**config.mk**
```make
export PLATFORM = sky130hd
export DESIGN_NAME = uart_tx_arbiter_flat
export DESIGN_NICKNAME = d
export VERILOG_FILES = /design/src/rtl/uart_tx_arbiter_if.sv /design/src/rtl/uart_tx_arbiter.sv /design/src/flat_wrapper.sv
export SDC_FILE = /design/constraint.sdc
export NUM_CORES = 1
export LEC_CHECK = 0
export BUFFER_PORTS_ARGS = -buffer_cell sky130_fd_sc_hd__buf_2
export CORE_MARGIN = 2
export CORE_UTILIZATION = 52
export DETAILED_ROUTE_END_ITERATION = 7
export PLACE_DENSITY = 0.8
export SYNTH_ARGS = -nofsm -noshare
export SYNTH_HDL_FRONTEND = slang
export SYNTH_SLANG_ARGS = --single-unit
export TNS_END_PERCENT = 5
```
**constraint.sdc**
```tcl
create_clock -name clk -period 3.4 [get_ports clk]
set_input_delay 0.17 -clock clk [delete_from_list [all_inputs] [get_ports clk]]
set_output_delay 0.17 -clock clk [all_outputs]
set_load 0.05 [all_outputs]
```
**src/rtl/uart_tx_arbiter_if.sv**
```systemverilog
// uart_tx_arbiter_if: requester lanes plus the UART TX FIFO write port.
// The arbiter uses the master modport; the packet sources and FIFO use the slave one.
interface uart_tx_arbiter_if #(
    parameter int N_REQ = 2
);
    localparam int IW = (N_REQ > 1) ? $clog2(N_REQ) : 1;

    logic [N_REQ-1:0]   req_valid;
    logic [8*N_REQ-1:0] req_data;
    logic [N_REQ-1:0]   req_last;
    logic [N_REQ-1:0]   req_ready;
    logic               tx_full;
    logic [7:0]         w_data;
    logic               wr_uart;
    logic [IW-1:0]      grant_id;
    logic               busy;
    logic               err_timeout;

    modport master (
        input  req_valid, req_data, req_last, tx_full,
        output req_ready, w_data, wr_uart, grant_id, busy, err_timeout
    );

    modport slave (
        output req_valid, req_data, req_last, tx_full,
        input  req_ready, w_data, wr_uart, grant_id, busy, err_timeout
    );
endinterface

```
**src/rtl/uart_tx_arbiter.sv**
```systemverilog
// uart_tx_arbiter: round-robin, whole-packet sharing of the UART TX FIFO
// write port, paced by tx_full, with abort of packets that stall too long.
module uart_tx_arbiter #(
    parameter int N_REQ   = 2,
    parameter int TIMEOUT = 1024
) (
    input  logic clk,
    input  logic rst,
    uart_tx_arbiter_if.master bus
);
    localparam int IW = (N_REQ > 1) ? $clog2(N_REQ) : 1;
    localparam int TW = $clog2(TIMEOUT);

    typedef enum logic {IDLE, SEND} state_t;

    state_t          r_state;
    logic [IW-1:0]   r_ptr;
    logic [IW-1:0]   r_g;
    logic [TW-1:0]   r_tcnt;
    logic [7:0]      r_w_data;
    logic            r_wr_uart;
    logic            r_err;

    logic            w_win;
    logic [IW-1:0]   w_win_idx;
    logic [IW-1:0]   w_gnext;
    logic            w_gvalid;
    logic            w_glast;
    logic [7:0]      w_gdata;
    logic            w_rdy_g;
    logic            w_hs;
    logic [N_REQ-1:0] w_ready;

    // Rotating priority scan from r_ptr; lower offsets overwrite, so the first set bit wins
    always_comb begin
        w_win     = 1'b0;
        w_win_idx = '0;
        for (int k = N_REQ - 1; k >= 0; k--) begin
            logic [IW-1:0] j;
            j = IW'((int'(r_ptr) + k) % N_REQ);
            if (bus.req_valid[j]) begin
                w_win     = 1'b1;
                w_win_idx = j;
            end
        end
    end

    assign w_gnext  = (r_g == IW'(N_REQ - 1)) ? '0 : r_g + 1'b1;
    assign w_gvalid = bus.req_valid[r_g];
    assign w_glast  = bus.req_last[r_g];
    assign w_gdata  = bus.req_data[int'(r_g)*8 +: 8];

    // Skipping the cycle after each write lets tx_full catch up before the next accept
    assign w_rdy_g  = (r_state == SEND) && !bus.tx_full && !r_wr_uart;
    assign w_hs     = w_rdy_g && w_gvalid;

    // Only the granted lane can see ready
    always_comb begin
        w_ready      = '0;
        w_ready[r_g] = w_rdy_g;
    end

    // Arbitration / send FSM with registered write port and error pulse
    always_ff @(posedge clk or negedge rst) begin
        if (!rst) begin
            r_state   <= IDLE;
            r_ptr     <= '0;
            r_g       <= '0;
            r_tcnt    <= '0;
            r_w_data  <= 8'h00;
            r_wr_uart <= 1'b0;
            r_err     <= 1'b0;
        end else begin
            r_wr_uart <= 1'b0;
            r_err     <= 1'b0;
            unique case (r_state)
                IDLE: begin
                    if (w_win) begin
                        r_g     <= w_win_idx;
                        r_tcnt  <= '0;
                        r_state <= SEND;
                    end
                end
                SEND: begin
                    if (w_hs) begin
                        r_w_data  <= w_gdata;
                        r_wr_uart <= 1'b1;
                        r_tcnt    <= '0;
                        if (w_glast) begin
                            r_state <= IDLE;
                            r_ptr   <= w_gnext;
                        end
                    end else if (!w_gvalid) begin
                        if (r_tcnt == TW'(TIMEOUT - 1)) begin
                            r_state <= IDLE;
                            r_err   <= 1'b1;
                            r_ptr   <= w_gnext;
                            r_tcnt  <= '0;
                        end else begin
                            r_tcnt <= r_tcnt + 1'b1;
                        end
                    end
                end
                default: r_state <= IDLE;
            endcase
        end
    end

    assign bus.req_ready   = w_ready;
    assign bus.w_data      = r_w_data;
    assign bus.wr_uart     = r_wr_uart;
    assign bus.grant_id    = r_g;
    assign bus.busy        = (r_state == SEND);
    assign bus.err_timeout = r_err;
endmodule

```
**src/flat_wrapper.sv**
```systemverilog
// flat-port wrapper written by rule: the top's interface ports become plain ports
module uart_tx_arbiter_flat 
#(
    parameter int N_REQ   = 2,
    parameter int TIMEOUT = 1024
)
  (clk, rst, bus_req_valid, bus_req_data, bus_req_last, bus_tx_full, bus_req_ready, bus_w_data, bus_wr_uart, bus_grant_id, bus_busy, bus_err_timeout);
  uart_tx_arbiter_if #(.N_REQ(N_REQ)) bus_i ();
  input  logic clk;
  input  logic rst;
  input wire logic [$bits(bus_i.req_valid)-1:0] bus_req_valid;
  input wire logic [$bits(bus_i.req_data)-1:0] bus_req_data;
  input wire logic [$bits(bus_i.req_last)-1:0] bus_req_last;
  input wire logic [$bits(bus_i.tx_full)-1:0] bus_tx_full;
  output wire logic [$bits(bus_i.req_ready)-1:0] bus_req_ready;
  output wire logic [$bits(bus_i.w_data)-1:0] bus_w_data;
  output wire logic [$bits(bus_i.wr_uart)-1:0] bus_wr_uart;
  output wire logic [$bits(bus_i.grant_id)-1:0] bus_grant_id;
  output wire logic [$bits(bus_i.busy)-1:0] bus_busy;
  output wire logic [$bits(bus_i.err_timeout)-1:0] bus_err_timeout;
  assign bus_i.req_valid = bus_req_valid;
  assign bus_i.req_data = bus_req_data;
  assign bus_i.req_last = bus_req_last;
  assign bus_i.tx_full = bus_tx_full;
  assign bus_req_ready = bus_i.req_ready;
  assign bus_w_data = bus_i.w_data;
  assign bus_wr_uart = bus_i.wr_uart;
  assign bus_grant_id = bus_i.grant_id;
  assign bus_busy = bus_i.busy;
  assign bus_err_timeout = bus_i.err_timeout;
  uart_tx_arbiter #(.N_REQ(N_REQ), .TIMEOUT(TIMEOUT)) u_core (.clk(clk), .rst(rst), .bus(bus_i));
endmodule
```
Word level (Yosys, flattened, before mapping)
Index checks and enable logic that the tools add are counted.
- add/subtract/negate cells: 3
- $lt $le $gt $ge: 4
- equal/unequal tests: 5
- shift-type cells: 1
- multiplexer cells: 36
- bitwise gates (word level): 2
- reduce and logical (&&, ||, !) cells: 11
- operator list (cell ; number):
    two-way mux 10 bit ; 4
    two-way mux 1 bit ; 29
    case mux 10 bit (2 select lines) ; 1
    variable part select 16 x 5 -> 8 bit ; 1
    adder 10 x 1 -> 10 bit (second input constant) ; 1
    equality test 10 bit (second input constant) ; 1
    < comparator 1 x 2 -> 1 bit (second input constant) ; 3
    AND reduction 2 bit ; 3
    logical AND 1 bit ; 4
    inequality test 2 x 1 -> 1 bit (second input constant) ; 2
    AND reduction 4 bit ; 1
    inequality test 3 bit (second input constant) ; 1
    adder 1 bit (second input constant) ; 2
    bitwise AND 2 bit ; 1
    logical NOT 1 bit ; 2
    inequality test 2 bit (second input constant) ; 1
    case mux 1 bit (2 select lines) ; 1
    nonzero test 2 bit ; 1
    demux 1 bit (select 1 bit) ; 1
    greater-or-equal comparator 1 bit (second input constant) ; 1
    NOT 1 bit ; 1
- register bits: 23
- input port bits: 23
- word-level logic and storage cells: 69

Longest topological paths before layout
- word-level depth: 7
- depth in mapped cells: 6
- mapped depth without buffers: 5

Least setup slack after synthesis
OpenSTA, ideal clock, no wires.
- path type: reg-to-reg
- start point: reg u_core.r_g, in the netlist u_core.bus.grant_id
- end point: reg u_core.r_tcnt[8]
- data arrival time: 1.841 ns
- data required time: 3.280 ns
- slack: 1.438 ns
- stages on the path, launching flop included: 6
- clock period less this slack: 1.962 ns
- cell sequence: dfrtp_1 > buf_6 > mux2_4 > a2111oi_4 > a311oi_1 > a41o_1
- cells in the longest elaborated chain, start to end: 5
- elaborated cells on any way between the ends: 7
- classes of those cells: eq/ne (1); mux (4); reduce/logical (2)
- RTL lines (item ; RTL line ; RTL):
    start: declaration ; uart_tx_arbiter.sv:18 ; logic [IW-1:0] r_g;
    start signal: assignment ; uart_tx_arbiter.sv:79 ; r_g <= w_win_idx;
    two-way mux 1 bit (not written as such) * (2 in a row) ; uart_tx_arbiter.sv:49 ; assign w_gvalid = bus.req_valid[r_g];
    logical AND 1 bit ; uart_tx_arbiter.sv:55 ; assign w_hs = w_rdy_g && w_gvalid;
    two-way mux 10 bit / inequality test 3 bit (equally long branches) ; - ;
    case mux 10 bit (2 select lines) / AND reduction 2 bit (equally long branches) ; - ;
    end signal: assignment ; uart_tx_arbiter.sv:100 ; r_tcnt <= r_tcnt + 1'b1;
    end: declaration ; uart_tx_arbiter.sv:19 ; logic [TW-1:0] r_tcnt;
Every way passes the cells marked *; elsewhere a longest branch is shown, timed or not. The select of a mux whose other input is x is not followed.
A chain may end at the register's enable or synchronous reset.

Worst setup path in the final report
- start point: reg u_core.r_g, in the netlist u_core.bus.grant_id
- end point: reg u_core.r_tcnt[9]
The elaborated chain is that of the path after synthesis.

==> flow_metrics.tcl <==
set metrics [dict create \
    p_comb_frac 0.509 \
    dp_hpwl_um 1980 \
    synthFlopType "dfrtp_1" \
    seq_area_frac_synth 0.462 \
    clockBufferDepth 2 \
    syn2layout_area_growth_pct 18.1 \
    finalCritPeriodShare 0.610 \
    status "complete, no violations" \
    rsz0062_at_grt "no" \
    vias_per_cell 5.75 \
    swShare 0.508 \
    stdcell_count 187 \
    drc 0 \
    critPathMaxFanout 16 \
    whs_ns 0.0991 \
    syn_nets 147 \
    syn_area_um2 1240 \
    finalHoldViolations 0 \
    gp_congestion 0.792 \
    drv_cap 0 \
    worst_ep_arrival_time_ns 2.31 \
    crit_type "reg2reg" \
    diodes 0 \
    final_common_cell "buf_2" \
    row_count 17 \
    power_switching_uw 606 \
    drt-pass1-iter-count 4 \
    wire_per_inst_um 14.5 \
    initial_utilization 0.557 \
    io_pins 37 \
    clk_latency_ns 0.30 \
    grt_pass1_wl_um 4160 \
    max_freq_mhz 482 \
    vias 1075 \
    grt_usage 0.205 \
    antenna_found_initial 0 \
    port_buffers 36 \
    r2r_slack_ns 1.33 \
    seq_power_share 0.389 \
    clk_pin_slew_ns 0.12 \
    p_int_uw 587 \
    powerDensity_nw_per_um2 812 \
    power_uw 1190 \
    grt_pass1_vias 961 \
    critPathRequiredTime_ns 3.64 \
    clock_power_share 0.103 \
    cts-root-buf "clkbuf_4" \
    synthCells 123 \
    drtAntennaViolNets 0 \
    synthArstFlopShare 1.00 \
    cts_htree_levels 1 \
    synth.distinct_cells 35 \
    die_w_um 52.9 \
    cts_buffers 3 \
    grt_remaining_overflow 0 \
    die-area_um2 2800 \
    worst_pin_slew_ns 0.668 \
    peakVddDrop_v 0.000475 \
    die_h_um 52.9 \
    fin_tns_setup_ns 0 \
    grt_max_degree 24 \
    synth_edf_count 0 \
    cts_tree "yes" \
    wl_um 2710 \
    clock_skew_ns 0.000845 \
    power.leakage_uw 0.000748 \
    ys_ff_latch 23 \
    setup_viol 0 \
    drtIter0Drc 38 \
    min_period_ns 2.07 \
    nNetsFinal 184 \
    dp.cells 182 \
    drive_gt1_frac 0.302 \
    relSlewSlack 0.555 \
    fill_cells 190 \
    final_cell_mix "buf_2 (36), dfrtp_1 (23), nand2_1 (13)" \
    core-area_um2 2230 \
    hp-class "in2reg" \
    cts_num_sinks 23 \
    finalMaxSlewViolations 0 \
    postSynthAreaPerCell_um2 10.1 \
    synth_warnings 0 \
    end_kind "flip-flop" \
    worstSetupStartpointType "flip-flop" \
]
routing by layer:
metal	part of all wire	GRT usage	vias up
li1	-	-	526
met5	0	0	-
met2	0.49	0.338	38
met4	0.0059	0.107	0
met3	0.049	0.0254	2
met1	0.45	0.261	509
synth_stat cells (2+ instances only):
cell type  number  area share
clkbuf_1        2      0.0060
a31oi_1         7       0.035
nand3_1         9       0.036
o21ai_0        10       0.040
a41oi_1         3       0.021
and3_1          4       0.020
nor3_1          2      0.0080
mux2i_1         9       0.072
nor2_1          5       0.015
dfrtp_1        23        0.46
nand3b_1        2       0.012
and2_1          2       0.010
inv_1           6       0.018
a21oi_1         6       0.024
nand2_1        13       0.039
cells by family (layout without fill, tap and decap cells):
logic type,count (synthesis),after routing,share of synthesized area
and+or+nand+nor,43,43,0.184
muxes,10,10,0.0844
DFF,23,23,0.462
buffers and inverters,11,47,0.0402
AOI/OAI and AO/OA,34,34,0.212
xor gates and xnor gates,1,1,0.00704
adders and majority gates,1,1,0.0100
area by class of cell:
type	instances	area (um^2)	area share
multi-input combinational	89	619	0.421
sequential	23	576	0.391
tap	28	35.0	0.0238
clock inverter	1	5.00	0.00340
inverter	6	22.5	0.0153
timing repair buffer	37	190	0.129
clock buffer	3	22.5	0.0153
power by group through the flow:
| stage | Clock [uW] | Sequential, uW | Combinational [uW] |
|---|---|---|---|
| 4_1_cts | 129 | 459 | 611 |
| 3_3_place_gp | 0 | 459 | 593 |
| 6_report | 123 | 464 | 607 |
| 3_5_place_dp | 0 | 467 | 608 |
| 5_1_grt | 139 | 475 | 661 |
| 2_1_floorplan | 0 | 619 | 321 |
timing repair:
action | in CTS | in global routing
gates resized for setup | 0 | 0
setup buffers | 0 | 0
hold endpoints to repair | 23 | 0
hold buffers | 1 | 0
sequential cells by signal, summed over array words and instances, names as in the netlist:
| name | flops |
|---|---|
| u_core.bus.wr_uart | 1 |
| u_core.bus.w_data | 8 |
| u_core.r_ptr | 1 |
| u_core.bus.grant_id | 1 |
| u_core.bus.busy | 1 |
| u_core.bus.err_timeout | 1 |
| u_core.r_tcnt | 10 |
metrics by stage:
stage | utilization | worst slack, ns | cell area, um^2
final | 0.658 | 1.33 | 1470
after global routing | 0.658 | 1.24 | 1470
after CTS | 0.658 | 1.34 | 1470
after detailed placement | 0.641 | 1.36 | 1430
after global placement | 0.641 | 1.45 | 1430
after floorplan | - | 1.44 | 1240
critical path: stages, from the launching register on:
cell,delay (ns)
dfrtp_1,0.79
mux2_4,0.42
a311oi_4,0.44
a41oi_1,0.19
a31oi_1,0.17
worst paths after layout:
check                      depth (start not counted)                               end                        startpoint
max in group asynchronous                          2   u_core.bus.grant_id$_DFFE_PN0P_                               rst
hold reg to reg                                    2  u_core.bus.w_data[7]$_DFFE_PN0P_  u_core.bus.w_data[7]$_DFFE_PN0P_
setup / recovery                                   4      u_core.r_tcnt[9]$_DFFE_PN0P_   u_core.bus.grant_id$_DFFE_PN0P_
hold / removal                                     2   u_core.bus.grant_id$_DFFE_PN0P_                  bus_req_valid[0]
min in group asynchronous                          2      u_core.r_tcnt[6]$_DFFE_PN0P_                               rst
setup reg to reg                                   4      u_core.r_tcnt[9]$_DFFE_PN0P_   u_core.bus.grant_id$_DFFE_PN0P_
Power figures use the tool's default switching activity.
